### config.mk
export PLATFORM = sky130hd
export DESIGN_NAME = bridge_mailbox_flat
export DESIGN_NICKNAME = d
export VERILOG_FILES = /design/src/rtl/bridge_mailbox_pkg.sv /design/src/rtl/bridge_if.sv /design/src/rtl/bridge_mailbox_fifo.sv /design/src/rtl/bridge_mailbox.sv /design/src/flat_wrapper.sv
export SDC_FILE = /design/constraint.sdc
export NUM_CORES = 1
export LEC_CHECK = 0
export BUFFER_PORTS_ARGS = -buffer_cell sky130_fd_sc_hd__buf_2
export CORE_UTILIZATION = 55
export CTS_CLUSTER_SIZE = 30
export DETAILED_ROUTE_END_ITERATION = 16
export PLACE_DENSITY = 0.72
export SLEW_MARGIN = 40
export SYNTH_ARGS = -nofsm -noshare
export SYNTH_HDL_FRONTEND = slang
export SYNTH_HIERARCHICAL = 1
export SYNTH_SLANG_ARGS = --single-unit
### constraint.sdc
create_clock -name clk -period 6.56 [get_ports clk]
set_input_delay 0.328 -clock clk [delete_from_list [all_inputs] [get_ports clk]]
set_output_delay 0.328 -clock clk [all_outputs]
set_load 0.02 [all_outputs]
### src/rtl/bridge_mailbox_pkg.sv
// Shared types for the bridge mailbox endpoint.
// Register map enum and the sticky/status flag bundle.
package bridge_mailbox_pkg;

  typedef enum logic [1:0] {
    MBOX_DATA   = 2'd0,
    MBOX_STATUS = 2'd1,
    MBOX_FLAGS  = 2'd2,
    MBOX_STATS  = 2'd3
  } bridge_mailbox_reg_e;

  typedef struct packed {
    logic tx_full;
    logic rx_empty;
    logic underflow;
    logic overflow;
  } mbox_flags_t;

  localparam int unsigned MBOX_WINDOW_BITS = 4;

  function automatic logic [15:0] sat_inc16(input logic [15:0] v);
    return (v == 16'hFFFF) ? v : v + 16'd1;
  endfunction

endpackage

### src/rtl/bridge_if.sv
// Host bridge leaf bus: one-cycle wr/rd strobes,
// registered read data returned by the endpoint.
interface bridge_if #(
  parameter int data_width = 32
);
  logic [31:0]           addr;
  logic [data_width-1:0] wr_data;
  logic                  wr;
  logic                  rd;
  logic [data_width-1:0] rd_data;

  modport leaf (
    input  addr,
    input  wr_data,
    input  wr,
    input  rd,
    output rd_data
  );

  modport host (
    output addr,
    output wr_data,
    output wr,
    output rd,
    input  rd_data
  );
endinterface

### src/rtl/bridge_mailbox_fifo.sv
// Synchronous FIFO with flush; flush wins over push/pop.
// A push into a full FIFO is taken only alongside a pop.
module bridge_mailbox_fifo #(
  parameter int WIDTH = 32,
  parameter int DEPTH = 16,
  localparam int AW = $clog2(DEPTH),
  localparam int CW = AW + 1
) (
  input  logic             clk,
  input  logic             reset,
  input  logic             flush,
  input  logic             push,
  input  logic [WIDTH-1:0] push_data,
  input  logic             pop,
  output logic [WIDTH-1:0] pop_data,
  output logic [CW-1:0]    count,
  output logic             full,
  output logic             empty
);

  logic [WIDTH-1:0] mem [DEPTH];
  logic [AW-1:0]    wr_ptr;
  logic [AW-1:0]    rd_ptr;
  logic             do_pop;
  logic             do_push;

  assign full     = count == CW'(DEPTH);
  assign empty    = count == '0;
  assign do_pop   = pop && !empty;
  assign do_push  = push && (!full || do_pop);
  assign pop_data = mem[rd_ptr];

  always_ff @(posedge clk or posedge reset) begin
    if (reset) begin
      wr_ptr <= '0;
      rd_ptr <= '0;
      count  <= '0;
    end else if (flush) begin
      wr_ptr <= '0;
      rd_ptr <= '0;
      count  <= '0;
    end else begin
      if (do_push) wr_ptr <= wr_ptr + 1'b1;
      if (do_pop)  rd_ptr <= rd_ptr + 1'b1;
      count <= count + CW'(do_push) - CW'(do_pop);
    end
  end

  always_ff @(posedge clk) begin
    if (do_push && !flush) mem[wr_ptr] <= push_data;
  end

endmodule

### src/rtl/bridge_mailbox.sv
// Bridge leaf mailbox: host->core RX FIFO, core->host TX FIFO.
// Define BRIDGE_MAILBOX_STATS_EN for drop/underflow counters at reg 3.
module bridge_mailbox
  import bridge_mailbox_pkg::*;
#(
  parameter int          data_width = 32,
  parameter logic [31:0] ADDR_BASE  = 32'h0000_0000,
  parameter int          DEPTH      = 16
) (
  input  logic                  clk,
  input  logic                  reset,
  bridge_if.leaf                bridge,
  output logic [data_width-1:0] rx_data,
  output logic                  rx_valid,
  input  logic                  rx_ready,
  input  logic [data_width-1:0] tx_data,
  input  logic                  tx_valid,
  output logic                  tx_ready,
  output logic                  irq
);

  localparam int CW = $clog2(DEPTH) + 1;
  typedef logic [data_width-1:0] word_t;

  if (data_width != bridge.data_width) begin : g_bad_width
    $error("bridge_mailbox: data_width differs from bridge");
  end
  if (ADDR_BASE[3:0] != 4'h0) begin : g_bad_base
    $error("bridge_mailbox: ADDR_BASE not 16-byte aligned");
  end
  if (DEPTH < 2 || DEPTH > 256 || (DEPTH & (DEPTH - 1)) != 0) begin : g_bad_depth
    $error("bridge_mailbox: DEPTH must be a power of 2 in 2..256");
  end

  logic                hit;
  logic                wr_hit;
  logic                rd_hit;
  bridge_mailbox_reg_e sel;
  logic                is_data;
  logic                is_status;
  logic                is_flags;
  logic                is_stats;
  logic                unused_addr;

  assign hit    = bridge.addr[31:MBOX_WINDOW_BITS]
               == ADDR_BASE[31:MBOX_WINDOW_BITS];
  assign sel    = bridge_mailbox_reg_e'(bridge.addr[3:2]);
  assign wr_hit = hit && bridge.wr;
  assign rd_hit = hit && bridge.rd;

  assign is_data   = sel == MBOX_DATA;
  assign is_status = sel == MBOX_STATUS;
  assign is_flags  = sel == MBOX_FLAGS;
  assign is_stats  = sel == MBOX_STATS;
  assign unused_addr = ^bridge.addr[1:0];

  logic          rx_flush;
  logic          rx_push;
  logic          rx_pop;
  logic [CW-1:0] rx_count;
  logic          rx_full;
  logic          rx_empty;

  logic          tx_flush;
  logic          tx_push;
  logic          tx_pop;
  word_t         tx_head;
  logic [CW-1:0] tx_count;
  logic          tx_full;
  logic          tx_empty;

  logic flags_wr;
  logic clr_ovf;
  logic clr_unf;
  logic ovf_event;
  logic unf_event;

  assign flags_wr = wr_hit && is_flags;
  assign rx_flush = flags_wr && bridge.wr_data[0];
  assign tx_flush = flags_wr && bridge.wr_data[1];
  assign clr_ovf  = flags_wr && bridge.wr_data[2];
  assign clr_unf  = flags_wr && bridge.wr_data[3];

  assign rx_push   = wr_hit && is_data;
  assign rx_pop    = rx_valid && rx_ready;
  assign ovf_event = rx_push && rx_full && !rx_pop;

  assign tx_ready  = !tx_full;
  assign tx_push   = tx_valid && tx_ready;
  assign tx_pop    = rd_hit && is_data && !tx_empty;
  assign unf_event = rd_hit && is_data && tx_empty;

  assign rx_valid = !rx_empty;

  bridge_mailbox_fifo #(
    .WIDTH (data_width),
    .DEPTH (DEPTH)
  ) u_rx (
    .clk       (clk),
    .reset     (reset),
    .flush     (rx_flush),
    .push      (rx_push),
    .push_data (bridge.wr_data),
    .pop       (rx_pop),
    .pop_data  (rx_data),
    .count     (rx_count),
    .full      (rx_full),
    .empty     (rx_empty)
  );

  bridge_mailbox_fifo #(
    .WIDTH (data_width),
    .DEPTH (DEPTH)
  ) u_tx (
    .clk       (clk),
    .reset     (reset),
    .flush     (tx_flush),
    .push      (tx_push),
    .push_data (tx_data),
    .pop       (tx_pop),
    .pop_data  (tx_head),
    .count     (tx_count),
    .full      (tx_full),
    .empty     (tx_empty)
  );

  logic        overflow;
  logic        underflow;
  mbox_flags_t flags;

  assign flags = {tx_full, rx_empty, underflow, overflow};

  always_ff @(posedge clk or posedge reset) begin
    if (reset) begin
      overflow  <= 1'b0;
      underflow <= 1'b0;
    end else begin
      if (clr_ovf)        overflow  <= 1'b0;
      else if (ovf_event) overflow  <= 1'b1;
      if (clr_unf)        underflow <= 1'b0;
      else if (unf_event) underflow <= 1'b1;
    end
  end

  word_t stats_word;

`ifdef BRIDGE_MAILBOX_STATS_EN
  logic        stats_wr;
  logic [15:0] ovf_drops;
  logic [15:0] unf_reads;

  assign stats_wr   = wr_hit && is_stats;
  assign stats_word = word_t'({ovf_drops, unf_reads});

  always_ff @(posedge clk or posedge reset) begin
    if (reset) begin
      ovf_drops <= '0;
      unf_reads <= '0;
    end else if (stats_wr) begin
      ovf_drops <= '0;
      unf_reads <= '0;
    end else begin
      if (ovf_event) ovf_drops <= sat_inc16(ovf_drops);
      if (unf_event) unf_reads <= sat_inc16(unf_reads);
    end
  end
`else
  assign stats_word = '0;
`endif

  word_t rd_word;
  word_t rd_q;

  always_comb begin
    rd_word = '0;
    unique case (1'b1)
      is_data:   rd_word = tx_empty ? '0 : tx_head;
      is_status: rd_word = word_t'({16'(tx_count), 16'(rx_count)});
      is_flags:  rd_word = word_t'(flags);
      is_stats:  rd_word = stats_word;
      default:   rd_word = '0;
    endcase
  end

  // read data holds until the next hit read; misses leave it alone
  always_ff @(posedge clk or posedge reset) begin
    if (reset) begin
      rd_q <= '0;
      irq  <= 1'b0;
    end else begin
      if (rd_hit) rd_q <= rd_word;
      irq <= tx_count != '0;
    end
  end

  assign bridge.rd_data = rd_q;

endmodule
### src/flat_wrapper.sv
// flat-port wrapper written by rule: the top's interface ports become plain ports
module bridge_mailbox_flat import bridge_mailbox_pkg::*;
#(
  parameter int          data_width = 32,
  parameter logic [31:0] ADDR_BASE  = 32'h0000_0000,
  parameter int          DEPTH      = 16
)
  (clk, reset, rx_data, rx_valid, rx_ready, tx_data, tx_valid, tx_ready, irq, bridge_addr, bridge_wr_data, bridge_wr, bridge_rd, bridge_rd_data);
  bridge_if #(.data_width(data_width)) bridge_i ();
  input  logic clk;
  input  logic reset;
  output logic [data_width-1:0] rx_data;
  output logic rx_valid;
  input  logic rx_ready;
  input  logic [data_width-1:0] tx_data;
  input  logic tx_valid;
  output logic tx_ready;
  output logic irq;
  input wire logic [$bits(bridge_i.addr)-1:0] bridge_addr;
  input wire logic [$bits(bridge_i.wr_data)-1:0] bridge_wr_data;
  input wire logic [$bits(bridge_i.wr)-1:0] bridge_wr;
  input wire logic [$bits(bridge_i.rd)-1:0] bridge_rd;
  output wire logic [$bits(bridge_i.rd_data)-1:0] bridge_rd_data;
  assign bridge_i.addr = bridge_addr;
  assign bridge_i.wr_data = bridge_wr_data;
  assign bridge_i.wr = bridge_wr;
  assign bridge_i.rd = bridge_rd;
  assign bridge_rd_data = bridge_i.rd_data;
  bridge_mailbox #(.data_width(data_width), .ADDR_BASE(ADDR_BASE), .DEPTH(DEPTH)) u_core (.clk(clk), .reset(reset), .bridge(bridge_i), .rx_data(rx_data), .rx_valid(rx_valid), .rx_ready(rx_ready), .tx_data(tx_data), .tx_valid(tx_valid), .tx_ready(tx_ready), .irq(irq));
endmodule
* Word level (Yosys, flattened, before mapping)
Memories as Yosys holds them, arrays and structs flattened. Index checks and enable logic that the tools add are counted.
Storage, ports and cells: output and inout port bits 67, memories kept 2, bits in writable memories 1024, bits in latches 0, input bits 102, ROM bits 0, logic and storage cells 85, register bits 61
Memories:
- u_core.u_rx.mem | words 16, width 32, rd ports 1, clocked after memory_dff 0, write ports 1, line bridge_mailbox_fifo.sv:21 | logic [WIDTH-1:0] mem [DEPTH];
- u_core.u_tx.mem | words 16, width 32, rd ports 1, clocked after memory_dff 0, write ports 1, line bridge_mailbox_fifo.sv:21
Operators by class: divide/modulo/power cells 0, multiply operators 0, eq/ne operators 4, magnitude comparators 0, mux-type cells 20, bitwise logic cells 0, shifts and indexed selects 0, reductions and logical operators 41, $add $sub $neg 8
Operator list (count):
- case mux 32 bit (3 select lines) | 1
- two-way mux 32 bit | 1
- two-way mux 4 bit | 8
- logical NOT 28 bit | 1
- logical AND 1 bit | 21
- adder 4 x 1 -> 4 bit (second input constant) | 4
- nonzero test 2 bit | 6
- adder 5 x 1 -> 5 bit | 2
- == test 5 bit (second input constant) | 2
- logical NOT 5 bit | 2
- two-way mux 5 bit | 2
- subtractor 5 x 1 -> 5 bit | 2
- two-way mux 1 bit | 8
- logical NOT 1 bit | 7
- nonzero test 5 bit | 1
- == test 2 x 1 -> 1 bit (second input constant) | 1
- == test 2 bit (second input constant) | 1
- logical NOT 2 bit | 1
- logical OR 1 bit | 2

* Logic depth before layout (Yosys ltp)
Gate-level depths: netlist of the first run.
depth in word-level cells 10, gate-level depth with buffers 16, mapped depth without buffers 14

* By module
Netlist of the first run, hierarchy kept.
By module, submodules not included:
- bridge_mailbox_fifo | instances 2, sequential area each 15700.1 um^2, cells each 1023, area each 20510.9 um^2
- bridge_mailbox | instances 1, sequential area each 875.8 um^2, cells each 181, area each 1809.2 um^2

* Worst setup path after synthesis of the first run
Ideal clock, no wire load.
path kind reg2reg, start point reg u_core.u_tx.count[2], end point mem u_core.u_tx.mem[5][0], enable pin, arrival time 5.537 ns, stages on the path, launching flop included 10, path buffers 1, setup slack 0.510 ns, data required time 6.047 ns, setup time 0.513 ns, clock period less this slack 6.050 ns, cell sequence dfrtp_1 -> inv_1 -> ha_1 -> or4b_1 -> inv_1 -> nor3_1 -> clkbuf_1 -> nor2b_1 -> o21ai_2 -> nor4b_1
Between the ends: longest elaborated chain between the ends 9, elaborated cells between the ends (all ways) 12, those cells by class eq/ne: 1; mux: 2; reduce/logical: 9
Ends and longest elaborated chain:
- start: declaration | line bridge_mailbox_fifo.sv:16 | output logic [CW-1:0] count,
- start signal: assignment | line bridge_mailbox_fifo.sv:45 | count <= count + CW'(do_push) - CW'(do_pop);
- logical NOT 5 bit | line bridge_mailbox_fifo.sv:28 | assign empty = count == '0;
- via u_core.tx_empty | line bridge_mailbox.sv:70 | logic tx_empty;
- logical NOT 1 bit | line bridge_mailbox.sv:90 | assign tx_pop = rd_hit && is_data && !tx_empty;
- logical AND 1 bit | line bridge_mailbox.sv:90
- via u_core.tx_pop | line bridge_mailbox.sv:66 | logic tx_pop;
- logical AND 1 bit | line bridge_mailbox_fifo.sv:29 | assign do_pop = pop && !empty;
- logical OR 1 bit | line bridge_mailbox_fifo.sv:30 | assign do_push = push && (!full || do_pop);
- logical AND 1 bit | line bridge_mailbox_fifo.sv:30
- logical AND 1 bit | line bridge_mailbox_fifo.sv:50 | if (do_push && !flush) mem[wr_ptr] <= push_data;
- two-way mux 1 bit | line bridge_mailbox_fifo.sv:50
- two-way mux 1 bit (implied by the code) | line bridge_mailbox_fifo.sv:50
- end: declaration | line bridge_mailbox_fifo.sv:21
The timed path passes the listed nets, and every way through them passes these cells.

* Worst setup path after layout of the first run
start point reg u_core.u_rx.rd_ptr[1], end point out rx_data[0]
Between the ends: longest elaborated chain between the ends 1
Ends and longest elaborated chain:
- start: declaration | line bridge_mailbox_fifo.sv:23 | logic [AW-1:0] rd_ptr;
- start signal: assignment | line bridge_mailbox_fifo.sv:44 | if (do_pop) rd_ptr <= rd_ptr + 1'b1;
- memory read (16 x 32 bit)
- end: declaration | line flat_wrapper.sv:12 | output logic [data_width-1:0] rx_data;
No other way between the ends.

==> results of run 1 <==
-- report_power, final --
part           internal, µW  switching, µW
sequential             7970            257
clock                  3050           2470
combinational          1380           2150
-- worst paths after layout --
path | startpoint | to | cells after the start
max in group asynchronous | reset | u_core/bridge.rd_data[6] | 3
hold reg to reg | u_core/bridge.rd_data[18] | u_core/bridge.rd_data[18] | 1
setup / recovery | u_core/u_rx/rd_ptr[1] | rx_data[0] | 7
setup reg to reg | u_core/u_rx/count[3] | u_core/u_rx/count[4] | 14
min in group asynchronous | reset | u_core/u_tx/count[3] | 3
hold / removal | tx_data[0] | u_core/u_tx/mem[14][0] | 1
-- per-layer routing --
layer  GRT usage, %  vias up  part of all wire, %
met3          5.038      180                  8.3
met2          41.42      964                   50
met1          31.76    11500                   38
li1               -     9657                    -
met5              0        -                0.049
met4          8.673        8                  2.8
-- flip-flops by register name, summed over array words and instances (netlist names), 4 cells and up --
signal and flops:
u_core/u_rx/mem 512, u_core/u_rx/wr_ptr 4, u_core/u_tx/rd_ptr 4, u_core/u_rx/rd_ptr 4, u_core/u_tx/count 5, u_core/bridge.rd_data 32, u_core/u_rx/count 5, u_core/u_tx/wr_ptr 4
u_core/u_tx/mem 512
-- cell type report --
class / count / area share, %
repair buffers: 289 / 4.167
clock inverters: 53 / 0.9660
diodes: 4 / 0.02055
well taps: 1030 / 2.646
flip-flops and latches: 1085 / 66.30
multi-input cells: 969 / 20.02
inverters: 49 / 0.3828
clock buffers: 133 / 5.500
-- worst max-delay path, delay by kind of cell (launching register included) --
family,cells,cell delay (ps)
buffers and inverters,3,1380
flip-flops,1,910
AND/OR/NAND/NOR,2,850
AO/OA/AOI/OAI,2,390
-- metrics by stage --
| step | setup WS (ps) | cell area, µm² | power, µW |
|---|---|---|---|
| finish | 2003 | 48700 | 17270 |
| global route | 1854 | 48690 | 17940 |
| CTS | 2009 | 48640 | 17360 |
| detailed placement | 2526 | 45070 | 11860 |
| global placement | 2383 | 44860 | 11670 |
| floorplan | 509.8 | 42830 | 10740 |
-- synthesized netlist by cell type, drive strengths merged (15+ instances only) --
| master | number | area [µm²] |
|---|---|---|
| o21ai | 72 | 367.9 |
| clkbuf | 44 | 165.2 |
| a22oi | 74 | 555.5 |
| nor3 | 18 | 90.09 |
| nor4 | 15 | 93.84 |
| dfrtp | 61 | 1526 |
| edfxtp | 1024 | 30750 |
| buf | 80 | 698.2 |
| inv | 49 | 183.9 |
| mux4 | 128 | 2913 |
| mux2i | 284 | 2843 |
| ha | 20 | 250.2 |
| nor2 | 30 | 120.1 |
| a221oi | 128 | 1121 |
| nand2 | 103 | 386.6 |
-- cells by family after synthesis --
group	after synthesis	share of synthesized area, %
flip-flops	1085	75.36
multiplexers	423	13.73
AO/OA/AOI/OAI	290	4.998
AND/OR/NAND/NOR	218	2.468
buffers and inverters	173	2.445
adder cells (fa/ha/maj)	22	0.6777
XOR/XNOR	16	0.3272
-- layout by cell type (no fill, tap or decap), types with 42 or more instances in the layout --
master            n
buf_4            69
a221oi_1        128
clkbuf_16       102
inv_1            48
edfxtp_1       1024
a22oi_1          74
mux4_2          120
mux2i_1         284
o21ai_0          70
dlygate4sd3_1    42
nand2_1         103
buf_2           166
dfrtp_1          55
==> reports/summary.md, run 1 <==
The run finished with clean final reports. In the synthesized netlist the dominant register cell turns out to be edfxtp_1. Setup repair after global routing left no endpoint under its margin. The final standard cell utilization of the core was 63.70%.

Class of the tightest hold or removal check: in -> reg. For this block, the initial DRC count from the detailed router was 2147. The number of buffers created by CTS is 102, and the via count of the first global-routing pass is 22910. The total area inside the core boundary comes to 76450 µm². The width of the chip works out to 281.1 µm.

The root buffer cell chosen for the clock tree is clkbuf_16. The number of distinct standard cells referenced by the synthesized netlist is 47, and the post-route antenna net violation count is 0. The number of flops mapped to enable cells by yosys is 1024, and the via density per instance is 6.176.

Across all layers, the routed design uses 22310 vias. The run gives 32290 µm² as the storage element area. The final critical delay including setup and external delays works out to 4557 ps. The area added between synthesis and finish was 13.71%.

The number of antenna violations at the first check in global routing came out at 8. The tools report the critical path capture point type as an output pin. In this run, post-CTS repair resized a total of 0 instances. Measured along the y axis, the die boundary spans 281.1 µm. The average routed wire per standard cell came out at 26.37 µm. Type of the worst setup path: reg -> out. The tree built by TritonCTS fans out to 1085 sinks. Most prevalent standard cell on the critical path: buf_4. The finished layout holds 3612 standard cells, fillers aside.

The slowest stage of the critical path belongs to the cell dfrtp_2. The type of origin of the critical path was a register. The number of core rows is 101, and the number of nets produced by synthesis is 2351.

The share of the Yosys chip area taken by registers is 75.36%. The number of placed instances with taps included came out at 3378. In the finished design, the share of the clock period the worst path needs comes to 69.47%.

In the final design database the tool counted 2620 nets. Total overflow reported by the global router: 0. During synthesis, Yosys emitted a total of 6 warnings. The signal arrival time at the worst endpoint is 4230 ps, and the maximum number of pins on one net before global-route repair is 90.

For this run, the total global-route usage over all layers was measured as 24.57%. On the final layout, the worst clock skew is 52.52 ps. The pre-antenna-repair detailed-routing pass consisted of 5 iterations.

The number of endpoints with negative hold slack in the final report is 0. The number of buffers on the longest clock path was 3; the largest fanout on the critical path was 42. After synthesis, the share of flip-flops with an asynchronous set or reset is 5.622%.

The die footprint was 78990 µm²; the number of setup buffers added after CTS was 0. The post-route netlist has 21.61% of its cells at a drive strength greater than 1. In the routed design, unresolved DRC markers number 0. In this run the static leakage power is 0.01621 µW. Walking the worst path, the cells encountered are buf_4, and2_4, buf_4, a221oi_1, a22oi_1, nand2_1, buf_2. The clock input transition at the sequential cells of the worst setup and hold paths was 60 ps. In this run the mean area of a mapped cell was 19.23 µm². Data on the critical path is required at its endpoint by 6230 ps. The transition time of the tightest slew-check pin came out at 820.9 ps.

Once detailed placement completed, the half-perimeter wirelength came to 52560 µm. The worst slew slack as a fraction of its limit is 44.69%, and the number of max-slew violations in the final report is 0. Number of hold-repair buffers added at the cts stage: 42. The multi-input gate area in the final layout was 9749 µm²; the total of flip-flops plus latches after synthesis was 1085.

Port buffering added 166 buffers. For the placer's final routability congestion estimate, the log shows 0.7841. The run gives 0 ps as the setup TNS after final layout. The initial core utilization is 56.02%. IR analysis of the VDD net gives a maximum drop of 251.4 µV. After technology mapping, the gate count stands at 2227. On the final layout, the worst hold slack is 28.79 ps. After synthesis the cells add up to 42830 µm². Count of final setup violators: 0.

Timing would allow up to 219.4 MHz. Max-cap violations in this run came to 0. For the worst-skew pair, the clock arrives at the later sink with an insertion delay of 690 ps.

The total detailed-routing wirelength came out at 95230 µm. For this design the top-level I/O count stands at 169. TritonCTS built the clock tree. Fill cells in the final layout number 5148.

The delay contributed by the slowest stage of the critical path works out to 910 ps. Across all register-to-register paths, the minimum setup slack is 2640 ps. Power spread over the standard cell area amounts to 354.7 nW/µm². The first global-routing pass estimated 141100 µm of wire. The clock tree synthesis step divided the H-tree into 3 levels.
(Power assumes the default switching activity.)
==> run 2: changes to the inputs <==
clock period = 4.67 ns   (was 6.56 ns; I/O delays follow)
==> run 2 against run 1 <==
  * Die area stayed put
  * Global-route usage shrank 0.64 points
  * Cell count increased by 0.89%
  * Critical path type is now reg -> reg
  * Cell area up 1.2%
  * Clock-buffer cell count increased by 13
  * Clock skew down 8.3 ps
  * Sequential power grew 40%
  * Utilization increased by 0.79 points
  * Non-clock buffer count increased by 31
  * Clock power rose by 50%
==> reports/summary.md, run 2 (synthesis gave the netlist of run 1 again) <==
The flow ran to the end, and the final reports show no timing, DRC or antenna violations. The max-capacitance violation count was 0 (unchanged). The width of the chip was 281.1 µm (unchanged). For the via count of the first global-routing pass, the log shows 22990 (+0.34%). The total detailed-routing wirelength is 93540 µm (-1.8%). Kind of cell adding the most delay to the critical path: simple AND/OR/NAND/NOR gates. The startpoint identified for the worst hold timing path is bridge_rd. The tools report the post-cts repair resize count as 0 (unchanged). The delay contributed by the slowest stage of the critical path is 700 ps (-210 ps). The fraction of met2 tracks used by global routing was 41.58% (+0.16 points); the number of hold-repair buffers added at the cts stage was 65 (+55%).

The area of placed instances is 45260 µm² (+0.40%). The run gives 55220 µm (+5.1%) as the detailed-placement wirelength estimate. The power density over cell area is 502.4 nW/µm² (+42%). Worst endpoint required time: 4950 ps (-1280 ps).

Die footprint: 78990 µm² (unchanged). The worst slew slack as a fraction of its limit was 41.11% (-3.6 points). The maximum level of the CTS H-tree is 3 (unchanged), and the area added between synthesis and finish is 15.12%. Number of I/O pins: 169 (unchanged). Type of the worst setup path: reg -> reg.

The most frequent standard cell in the layout excluding fill and tap cells is edfxtp_1. Via density per instance: 6.142 (-0.54%). The share of cells above drive strength 1 works out to 21.98% (+0.38 points). The cell type of the slowest stage on the worst timing path is nor4_4. The worst path uses 83.01% of the clock period.

The average routed wire per standard cell came out at 25.67 µm (-2.6%). For the design area, the log shows 49310 µm² (+1.2%). Based on the critical path, the design can be clocked at up to 257.9 MHz.

For the overall global routing resource usage, the log shows 23.93% (-0.64 points). The most critical setup path has its startpoint at u_core/u_tx/count[3]. The signal arrival time at the worst endpoint is 4160 ps (-70 ps), and the global-route track usage on met3 is 3.965% (-1.1 points). The largest fanout on the critical path was 25 (-40%); the sink count of the clock tree was 1085 (unchanged). The tools report the leakage power as 0.01646 µW (+1.5%).

The met1 capacity usage during global routing is 30.45% (-1.3 points), and the number of buffers created by CTS is 104 (+2.0%). Number of design rule violations left after detail routing: 0 (unchanged). The library cells used most frequently in the layout, excluding fill and tap cells, are edfxtp_1 (1024), mux2i_1 (284), buf_2 (166).

The maximum vdd ir drop was 365.9 µV (+46%). The clock input transition at the sequential cells of the worst setup and hold paths was 70 ps (about the same); the die span in y was 281.1 µm (unchanged). The initial core utilization came out at 56.02% (unchanged). The run gives 0 (unchanged) as the number of setup buffers added after CTS. Setup skew after layout: 44.26 ps (-8.260 ps).

TritonCTS built the clock tree. The number of core rows was 101 (unchanged); the count of final setup violators was 0 (unchanged). The logs give 9 (+1) for the number of antenna violations at the first check in global routing and 139200 µm (-1.4%) for the global-route wire length before repair. Type of origin of the critical path: a register. The post-route antenna net violation count was 0 (unchanged); the number of endpoints with negative hold slack in the final report was 0 (unchanged).

The run gives 680 ps (about the same) as the clock network latency to the later pin of the worst-skew pair. The logs give 3 (unchanged) for the number of buffers on the longest clock path and 0.7976 (+1.7%) for the placer's final routability congestion estimate. The number of max-slew violations in the final report came out at 0 (unchanged). For the first-pass iteration count of the detailed router, the log shows 5 (unchanged).

The tools report the startpoint of the most critical register-to-register path as u_core/u_tx/count[3]. Setup repair after global routing left no endpoint under its margin. The transition time of the tightest slew-check pin was 883.3 ps (+62.41 ps). Traced cell by cell, the critical path runs through inv_1, ha_1, or4b_1, inv_1, nor3_2, nor2b_1, o21ai_2, buf_4, nor4_4, buf_4.

The run gives 22380 (+0.34%) as the number of vias in the routed layout. In this run the clock root is driven by a clkbuf_16. The core area came out at 76450 µm² (unchanged).

The logs give 2653 (+1.3%) for the layout net count and 50 (-44%) for the maximum number of pins on one net before global-route repair. The final critical delay including setup and external delays was 3877 ps. The layer flagged by global routing as most heavily used is met2.

The number of buffer and inverter stages on the critical path is 4 (+1). The count of input and output buffers is 166 (unchanged), and the number of design-rule violations left by the first detailed-router iteration is 1904 (-11%). The setup TNS after final layout is 0 ps (unchanged), and the total overflow reported by the global router is 0 (unchanged).

Class of the tightest hold or removal check: in -> reg. Critical path capture point type: a register.
-- run 2: final timing paths --
check / endpoint / slack [ps] / depth (start not counted)
max in group asynchronous: u_core/bridge.rd_data[5] / 3940 / 3
hold / removal: u_core/u_tx/rd_ptr[1] / 70 / 5
hold reg to reg: u_core/bridge.rd_data[18] / 500 / 1
min in group asynchronous: u_core/u_tx/count[4] / 240 / 3
setup / recovery: u_core/u_tx/mem[7][1] / 790 / 10
setup reg to reg: u_core/u_tx/mem[7][1] / 790 / 10
-- run 2: where the power goes --
| group | switching [µW] | internal, µW |
|---|---|---|
| Sequential | 342 | 11200 |
| Clock | 3480 | 4800 |
| Combinational | 3040 | 1930 |
| Total | 6860 | 17900 |
-- run 2: final cells by class --
cell class	instances	area [µm²]
flip-flops and latches	1085	32290
diodes	3	7.507
well taps	1030	1289
fillers	5089	27150
multi-input cells	969	9837
inverters	49	186.4
repair buffers	320	2318
clock buffers	146	2840
clock inverters	42	541.8
-- run 2: per-stage QoR --
| stage | setup WS (ps) | total power, µW | utilization, % | hold slack (ps) | std cells |
|---|---|---|---|---|---|
| floorplan | -1380 | 15100 | - | 110.5 | 2227 |
| global placement | 872.2 | 16450 | 59.05 | 364.4 | 3381 |
| detailed placement | 908.5 | 16650 | 59.19 | 393.9 | 3387 |
| CTS | 851.4 | 24890 | 64.47 | 37.72 | 3640 |
| global route | 571.7 | 25610 | 64.49 | 108.4 | 3643 |
| finish | 793.3 | 24770 | 64.49 | 73.54 | 3644 |
-- run 2: per-layer routing --
layer  share of wire [%]  wire, µm
met5               0.061        57
met4                 3.0      2846
met3                 6.3      5918
met2                  51     48150
met1                  39     36570
-- run 2: worst reg2reg max path: stages (launching register included) --
cell and delay, ps:
dfrtp_1 410, inv_1 90, ha_1 200, or4b_1 250, inv_1 110, nor3_2 200
nor2b_1 390, o21ai_2 220, buf_4 290, nor4_4 700, buf_4 590
